[src/rtl/mm_skew_feeder.sv]
// ---------------------------------------------------------------------------
// mm_skew_feeder
//
// Upstream feeder for an NxN output-stationary systolic matrix-multiply array.
// Each accepted beat is one k-slice: column k of A (one element per array row)
// and row k of B (one element per array column). The slice is skewed
// diagonally onto the left-edge row lanes and top-edge column lanes. Lane i is
// delayed by i+1 cycles, so PE(r,c) sees A[r][k] and B[k][c] in the same cycle.
// The block also issues a one-cycle accumulator flush before each job, pads
// the lanes with zeros while the wavefront drains, and pulses done_o once
// every PE result is final.
//
// Optional feature (build macro MM_FEED_PERF_EN):
//   Adds the stall_cnt output. It counts FEED cycles that have in_valid low.
//   The counter is cleared on reset and in FLUSH, and it saturates at 16'hFFFF.
//
// Ports:
//   clk        clock
//   rst_n      synchronous active-low reset (aborts any job in flight)
//   start      begin a job; sampled only when idle
//   k_len      number of k-slices in the job (0..K_MAX), latched on start
//   in_valid   slice beat valid
//   in_ready   beat accepted this cycle when high (FEED only)
//   a_vec      a_vec[i*DW+:DW] = A[i][k]
//   b_vec      b_vec[j*DW+:DW] = B[k][j]
//   row_o      row lane i -> PE(i,0)
//   col_o      column lane j -> PE(0,j)
//   flush_o    clears all PE accumulators and pipeline registers
//   busy_o     a job is in progress
//   done_o     one-cycle pulse: all N*N results final
//   stall_cnt  (MM_FEED_PERF_EN only) FEED cycles without a valid beat
// ---------------------------------------------------------------------------
module mm_skew_feeder #(
   parameter int N     = 4,
   parameter int DW    = 8,
   parameter int K_MAX = 64,
   localparam int KW   = $clog2(K_MAX + 1)
) (
   input  logic            clk,
   input  logic            rst_n,
   input  logic            start,
   input  logic [KW-1:0]   k_len,
   input  logic            in_valid,
   output logic            in_ready,
   input  logic [N*DW-1:0] a_vec,
   input  logic [N*DW-1:0] b_vec,
   output logic [N*DW-1:0] row_o,
   output logic [N*DW-1:0] col_o,
   output logic            flush_o,
   output logic            busy_o,
   output logic            done_o
`ifdef MM_FEED_PERF_EN
   ,
   output logic [15:0]     stall_cnt
`endif
);

   // The drain phase covers 2N-1 cycles: the last beat needs N cycles to
   // reach the far lane, and then N-1 more cycles to cross the array.
   localparam int DCW = (2 * N > 2) ? $clog2(2 * N) : 1;
   localparam logic [DCW-1:0] DRAIN_LAST = DCW'(2 * N - 2);

   typedef enum logic [2:0] {
      S_IDLE,
      S_FLUSH,
      S_FEED,
      S_DRAIN,
      S_DONE
   } state_t;

   state_t          state;
   state_t          state_nxt;
   logic [KW-1:0]   k_lat;
   logic [KW-1:0]   beat_cnt;
   logic [KW-1:0]   beat_nxt;
   logic [DCW-1:0]  drain_cnt;
   logic            hs;

   assign hs       = in_valid & in_ready;
   assign beat_nxt = beat_cnt + KW'(1);

   // ------------------------------------------------------------------------
   // Control FSM
   // ------------------------------------------------------------------------
   always_ff @(posedge clk) begin
      if (!rst_n) begin
         state <= S_IDLE;
      end else begin
         state <= state_nxt;
      end
   end

   always_comb begin
      state_nxt = state;
      in_ready  = 1'b0;
      flush_o   = 1'b0;
      done_o    = 1'b0;
      busy_o    = (state != S_IDLE);
      case (state)
         S_IDLE: begin
            if (start) begin
               state_nxt = S_FLUSH;
            end
         end
         S_FLUSH: begin
            flush_o   = 1'b1;
            state_nxt = (k_lat == '0) ? S_DONE : S_FEED;
         end
         S_FEED: begin
            in_ready = 1'b1;
            if (in_valid && (beat_nxt == k_lat)) begin
               state_nxt = S_DRAIN;
            end
         end
         S_DRAIN: begin
            if (drain_cnt == DRAIN_LAST) begin
               state_nxt = S_DONE;
            end
         end
         S_DONE: begin
            done_o    = 1'b1;
            state_nxt = S_IDLE;
         end
         default: begin
            state_nxt = S_IDLE;
         end
      endcase
   end

   always_ff @(posedge clk) begin
      if (!rst_n) begin
         k_lat     <= '0;
         beat_cnt  <= '0;
         drain_cnt <= '0;
      end else begin
         if ((state == S_IDLE) && start) begin
            k_lat <= k_len;
         end
         if (state == S_FLUSH) begin
            beat_cnt <= '0;
         end else if (hs) begin
            beat_cnt <= beat_nxt;
         end
         if (state == S_DRAIN) begin
            drain_cnt <= drain_cnt + DCW'(1);
         end else begin
            drain_cnt <= '0;
         end
      end
   end

   // ------------------------------------------------------------------------
   // Skew chains: lane i is i+1 registers deep. Any cycle without a handshake
   // injects a zero wavefront. This keeps the diagonal alignment through
   // bubbles, and it also gives the zero padding during drain and idle.
   // ------------------------------------------------------------------------
   for (genvar i = 0; i < N; i++) begin : g_lane
      logic [DW-1:0] row_p [i+1];
      logic [DW-1:0] col_p [i+1];

      always_ff @(posedge clk) begin
         if (!rst_n) begin
            for (int s = 0; s <= i; s++) begin
               row_p[s] <= '0;
               col_p[s] <= '0;
            end
         end else begin
            row_p[0] <= hs ? a_vec[i*DW +: DW] : '0;
            col_p[0] <= hs ? b_vec[i*DW +: DW] : '0;
            for (int s = 1; s <= i; s++) begin
               row_p[s] <= row_p[s-1];
               col_p[s] <= col_p[s-1];
            end
         end
      end

      assign row_o[i*DW +: DW] = row_p[i];
      assign col_o[i*DW +: DW] = col_p[i];
   end

`ifdef MM_FEED_PERF_EN
   // ------------------------------------------------------------------------
   // Stall counter: holds its value after the job ends, until the next FLUSH.
   // ------------------------------------------------------------------------
   always_ff @(posedge clk) begin
      if (!rst_n) begin
         stall_cnt <= '0;
      end else if (state == S_FLUSH) begin
         stall_cnt <= '0;
      end else if ((state == S_FEED) && !in_valid && (stall_cnt != 16'hFFFF)) begin
         stall_cnt <= stall_cnt + 16'd1;
      end
   end
`endif

endmodule

[config.mk]
export PLATFORM = sky130hd
export DESIGN_NAME = mm_skew_feeder
export DESIGN_NICKNAME = d
export VERILOG_FILES = /design/src/rtl/mm_skew_feeder.sv
export SDC_FILE = /design/constraint.sdc
export NUM_CORES = 1
export LEC_CHECK = 0
export ABC_AREA = 1
export BUFFER_PORTS_ARGS = -buffer_cell sky130_fd_sc_hd__buf_2
export CELL_PAD_IN_SITES_DETAIL_PLACEMENT = 1
export CELL_PAD_IN_SITES_GLOBAL_PLACEMENT = 1
export CORE_MARGIN = 3
export CORE_UTILIZATION = 38
export CTS_CLUSTER_SIZE = 10
export DETAILED_ROUTE_END_ITERATION = 8
export PLACE_DENSITY_LB_ADDON = 0.1
export SETUP_SLACK_MARGIN = 0.5
export SLEW_MARGIN = 30
export SYNTH_ARGS = -nofsm -noshare
export SYNTH_HDL_FRONTEND = slang
export SYNTH_SLANG_ARGS = --single-unit
[constraint.sdc]
create_clock -name clk -period 1.92 [get_ports clk]
set_input_delay 0.288 -clock clk [delete_from_list [all_inputs] [get_ports clk]]
set_output_delay 0.288 -clock clk [all_outputs]
set_load 0.01 [all_outputs]
## Yosys cells after proc, flatten, opt, wreduce, memory -nomap -nowiden

Memory sizes are Yosys's and may differ from the RTL's.
Cells that the tools add are included.

- Bits of input ports: 75
- Memory bits (writable): 160
- Word-level logic and storage cells: 93
- Memories kept: 8
- Flip-flop bits (word level): 20

- Add/subtract/negate cells: 2
- Reduce and logical (&&, ||, !) cells: 10
- Bitwise operators: 20
- Muxes and demuxes: 40
- Equal/unequal tests: 9

Memory list:

| name | words | width | read ports | clocked after Yosys merged registers in | wr ports | RTL line | source |
|---|---|---|---|---|---|---|---|
| g_lane[3].col_p | 4 | 8 | 4 | 0 | 4 | 159 | `logic [DW-1:0] col_p [i+1];` |
| g_lane[3].row_p | 4 | 8 | 4 | 0 | 4 | 158 | `logic [DW-1:0] row_p [i+1];` |
| g_lane[2].col_p | 3 | 8 | 3 | 0 | 3 | 159 |  |
| g_lane[2].row_p | 3 | 8 | 3 | 0 | 3 | 158 |  |
| g_lane[1].col_p | 2 | 8 | 2 | 0 | 2 | 159 |  |
| g_lane[1].row_p | 2 | 8 | 2 | 0 | 2 | 158 |  |
| +2 memories | -- | -- | -- | -- | -- | -- |  |

Operators with widths:

| operator | number |
|---|---|
| $mux W8 | 28 |
| $or A1 B1 Y1 | 18 |
| $reduce_or A8 Y1 | 2 |
| $mux W3 | 4 |
| $pmux W3 S4 | 1 |
| $add A7 B1 Y7 const B | 1 |
| $eq A7 B7 Y1 | 1 |
| $logic_not A7 Y1 | 1 |
| $mux W1 | 7 |
| $eq A3 B2 Y1 const B | 2 |
| $eq A3 B3 Y1 const B | 2 |
| $ne A2 B2 Y1 const B | 3 |
| $add A3 B1 Y3 const B | 1 |
| $eq A3 B1 Y1 const B | 1 |
| $logic_not A3 Y1 | 1 |
| $reduce_and A3 Y1 | 1 |
| $reduce_bool A3 Y1 | 1 |
| $logic_and A1 B1 Y1 | 2 |
| $reduce_and A2 Y1 | 1 |
| $reduce_or A2 Y1 | 1 |
| $and A1 B1 Y1 | 1 |
| $not A1 Y1 | 1 |

## Longest topological paths before layout

- Word-level depth: 5
- Gate-level depth with buffers: 13

## Worst setup path before layout

Ideal clock, no wire load.

- Path kind: reg-to-reg
- Start: register beat_cnt[0]
- End: register state[0]
- Path buffers: 0
- Cell stages (with the launch flop): 13
- Arrival time: 1.261 ns
- Data required time: 1.798 ns
- Slack: 0.537 ns
- Cell sequence: dfxtp_1 > ha_1 > nand2_2 > nor2_4 > nand2_1 > nand2_2 > nand3_1 > nand2_1 > nor2_1 > nand2_1 > nand2_1 > nand2_1 > a21oi_2

- Longest elaborated chain between the ends: 5

RTL lines:

| element | RTL line | source |
|---|---|---|
| start: declaration | 74 | `logic [KW-1:0] beat_cnt;` |
| start signal: assignment | 142 | `beat_cnt <= beat_nxt;` |
| $add A7 B1 Y7 | 80 | `assign beat_nxt = beat_cnt + KW'(1);` |
| $eq A7 B7 Y1 | 111 | `if (in_valid && (beat_nxt == k_lat)) begin` |
| $logic_and A1 B1 Y1 | 111 |  |
| $ne A2 B2 Y1 (no source line) | -- |  |
| $reduce_and A3 Y1 (no source line) | -- |  |
| end signal: assignment | 89 | `state <= state_nxt;` |
| end: declaration | 71 | `state_t state;` |

No other way between the ends.
A chain may end at the register's enable or synchronous reset.

## Worst setup path in the final report

- Start: register beat_cnt[1]
- End: register state[0]

- Longest elaborated chain between the ends: 5

RTL lines:

| element | RTL line | source |
|---|---|---|
| $add A7 B1 Y7 | 80 |  |
| net beat_nxt[1] | 75 | `logic [KW-1:0] beat_nxt;` |
| $eq A7 B7 Y1 | 111 |  |
| $logic_and A1 B1 Y1 | 111 |  |
| $ne A2 B2 Y1 (no source line) | -- |  |
| $reduce_and A3 Y1 (no source line) | -- |  |

The timed path passes the listed nets, and every way through them passes these cells.

==> flow_metrics.env <==
export IMPL_antenna_cells=0
export IMPL_drt_pre_antenna_iters=4
export IMPL_syn2layout_area_growth_pct=23.71
export IMPL_p_int_uw=6190
export IMPL_tightest_slew_ns=0.4362
export IMPL_switching_share=0.2777
export IMPL_setup_viol=0
export IMPL_multi_input_area_um2=1264
export IMPL_hp_start="a_vec[14]"
export IMPL_maxSlewViolCount=0
export IMPL_die_y_um=130.2
export IMPL_grt_pass1_wl_um=18600
export IMPL_clock_sinks=180
export IMPL_relSlewSlack=0.7084
export IMPL_finalHoldViolCount=0
export IMPL_synth_edf_count=0
export IMPL_netlist_instances=691
export IMPL_crit_fanout=4
export IMPL_seq_area_um2=3612
export IMPL_ir_drop_v=0.0006056
export IMPL_reg2reg_from="beat_cnt[1]"
export IMPL_port_buffers=142
export IMPL_mappedNetlistArea_um2=5862
export IMPL_synthTopCellsByCount="inv_1, dfxtp_1, nand2_1, nor2_1, buf_4"
export IMPL_cts_max_level=4
export IMPL_nets=890
export IMPL_ios=143
export IMPL_critPathKind="flip-flop to flip-flop"
export IMPL_yosysWarningCount=0
export IMPL_avgRoutedWirePerCell_um=11.78
export IMPL_vias=4199
export IMPL_async_reset_ff_frac=0
export IMPL_synthFlopType="dfxtp_1"
export IMPL_die_x_um=130.2
export IMPL_period_share=0.8067
export IMPL_netlist_cell_type_count=28
export IMPL_path_clk_slew_ns=0.07
export IMPL_clk_latency_ns=0.43
export IMPL_crit_buf_inv=1
export IMPL_synth_top_area_frac=0.6147
export IMPL_worstPathArrival_ns=1.90
export IMPL_drtAntennaViolNets=0
export IMPL_start_util=0.3958
export IMPL_num_rows=44
export IMPL_crit_path_start_kind="flip-flop"
export IMPL_post_drt_via_cell_ratio=4.162
export IMPL_grt_busiest_layer="met2"
export IMPL_mappedNetlistNets=769
export IMPL_fin_crit_ns=1.549
export IMPL_pwr_share_seq=0.480
export IMPL_synth_top_area_cell="dfxtp_1"
export IMPL_crit_family="simple AND/OR/NAND/NOR gates"
export IMPL_switchingPower_uw=2380
export IMPL_pwr_share_clk=0.380
export IMPL_drive_above_1_share=0.2679
export IMPL_grt_ovfl_total=0
export IMPL_yosys_cell_count_top_type="inv_1"
export IMPL_grt_pass1_vias=4237
export IMPL_synth_seq_cells=180
export IMPL_cellPowerDensity_nw_per_um2=1182
export IMPL_fmax_ghz=0.6456
export IMPL_crit_required_ns=2.27
export IMPL_cts_root_buf="clkbuf_16"
export IMPL_critPathSlowestCell="dfxtp_2"
export IMPL_grt_use_total=0.1407
export IMPL_postSynthAreaPerCell_um2=8.483
export IMPL_grt_setup_unrepaired="yes"
export IMPL_whs_ns=0.06924
export IMPL_wl_um=11880
export IMPL_hold_path_class="primary input to flip-flop"
export IMPL_comb_power_share=0.140
export IMPL_met1_usage=0.1495
export IMPL_gp_congestion=0.8544
export IMPL_nFillCells=1825
export IMPL_cts_tree="done"
export IMPL_fin_skew_ns=0.01087
export IMPL_end_kind="flip-flop"
export IMPL_drtIter0Drc=101
export IMPL_status="completed"
export IMPL_antenna_found_initial=1
export IMPL_dp_hpwl_um=8160
export IMPL_synth_area_leaders="dfxtp_1, inv_1, nand2_1"
export IMPL_placeableCoreArea_um2=14810
export IMPL_drv_cap=0
export IMPL_grt_met3_usage=0.06631
export IMPL_setup_tns_ns=0
export IMPL_leakage_uw=0.004335
export IMPL_cts_buffers=17
export IMPL_crit_chain="ha_4 > buf_4 > nand2_1 > nand3_1 > nor2_1 > nand3_1 > nor2_2 > nand2_1 > nand2_2 > nand2_2 > a21oi_2"
export IMPL_critPathLaunch="beat_cnt[1]"
export IMPL_drc=0
export IMPL_grt_max_degree=60
export IMPL_dieArea_um2=16950
export IMPL_critPathMaxStageDelay_ns=0.37
export IMPL_use_met2=0.2360
export IMPL_cts_buffer_depth=2
export IMPL_yosysSeqAreaShare=0.6147
==> flip-flops by register name (all words and copies together) (netlist names) <==
register      flops
g_lane.col_p     80
g_lane.row_p     80
beat_cnt          7
drain_cnt         3
state             3
k_lat             7
==> cell usage in the layout, fill, tap and decap left out, drive strengths merged <==
cell,n
nand2,128
o21bai,2
clkinvlp,2
clkbuf,20
nand4,1
a21oi,14
clkinv,4
dfxtp,180
xnor2,1
o211ai,1
nor2,84
a211oi,1
o21ai,16
nor3,1
inv,197
nand3,16
ha,3
buf,153
nor4,1
==> power by group through the flow <==
stage	Clock [uW]	Sequential [uW]	Combinational, uW
final	3260	4120	1200
after CTS	3370	4110	1110
after global routing	3520	4140	1350
after global placement	0	4150	954
after floorplan	0	4140	702
after detailed placement	0	4170	1000
==> worst reg2reg max path: cells and delay by family (launching register included) <==
family                     cells  cell delay, ns
AOI/OAI and AO/OA              1            0.10
buffers and inverters          1            0.13
and+or+nand+nor                8            0.67
DFF                            1            0.37
adders and majority gates      1            0.22
==> layer usage <==
metal,up-vias,part of all wire
met5,-,0.00059
met2,111,0.49
met4,2,0.022
met3,21,0.087
li1,2161,-
met1,1904,0.40
==> cells by family after synthesis <==
family | after synthesis | share of synthesized area
compound gates | 34 | 0.03202
simple gates | 231 | 0.1612
flops | 180 | 0.6147
buf+inv | 242 | 0.1842
xor+xnor | 1 | 0.001494
fa+ha+maj | 3 | 0.006404
==> stage by stage <==
stage          cell area, um2  setup WS (ns)  std cells  utilization  power, uW
2_1_floorplan            5862         0.5371        691            -       4843
3_3_place_gp             6486         0.4026        968       0.4380       5109
3_5_place_dp             6486         0.3120        968       0.4380       5169
4_1_cts                  7149         0.4052       1004       0.4828       8590
5_1_grt                  7252         0.2060       1009       0.4897       9015
6_report                 7252         0.3712       1009       0.4897       8571
==> final timing paths <==
kind / endpoint / cells past startpoint / slack [ns]
max: state[0] / 11 / 0.37
min: g_lane[1].row_p[0][6] / 3 / 0.07
max reg2reg: state[0] / 11 / 0.37
min reg2reg: g_lane[1].row_p[0][11] / 2 / 0.41
==> final cells by class <==
type,count,area share
Clock inverter,13,0.01639
Sequential cell,180,0.4981
Multi-Input combinational cell,269,0.1743
Inverter,190,0.09834
Tap cell,184,0.03175
Clock buffer,19,0.06108
Timing Repair Buffer,154,0.1201
==> repair_timing <==
action                                  4_1_cts  5_1_grt
buffers inserted                              4        2
gates cloned                                  0        3
pin swaps                                     4        9
resized for setup                            21       11
hold buffers                                  0        0
endpoints found under the setup margin       61       67
Power figures use the tool's default switching activity.
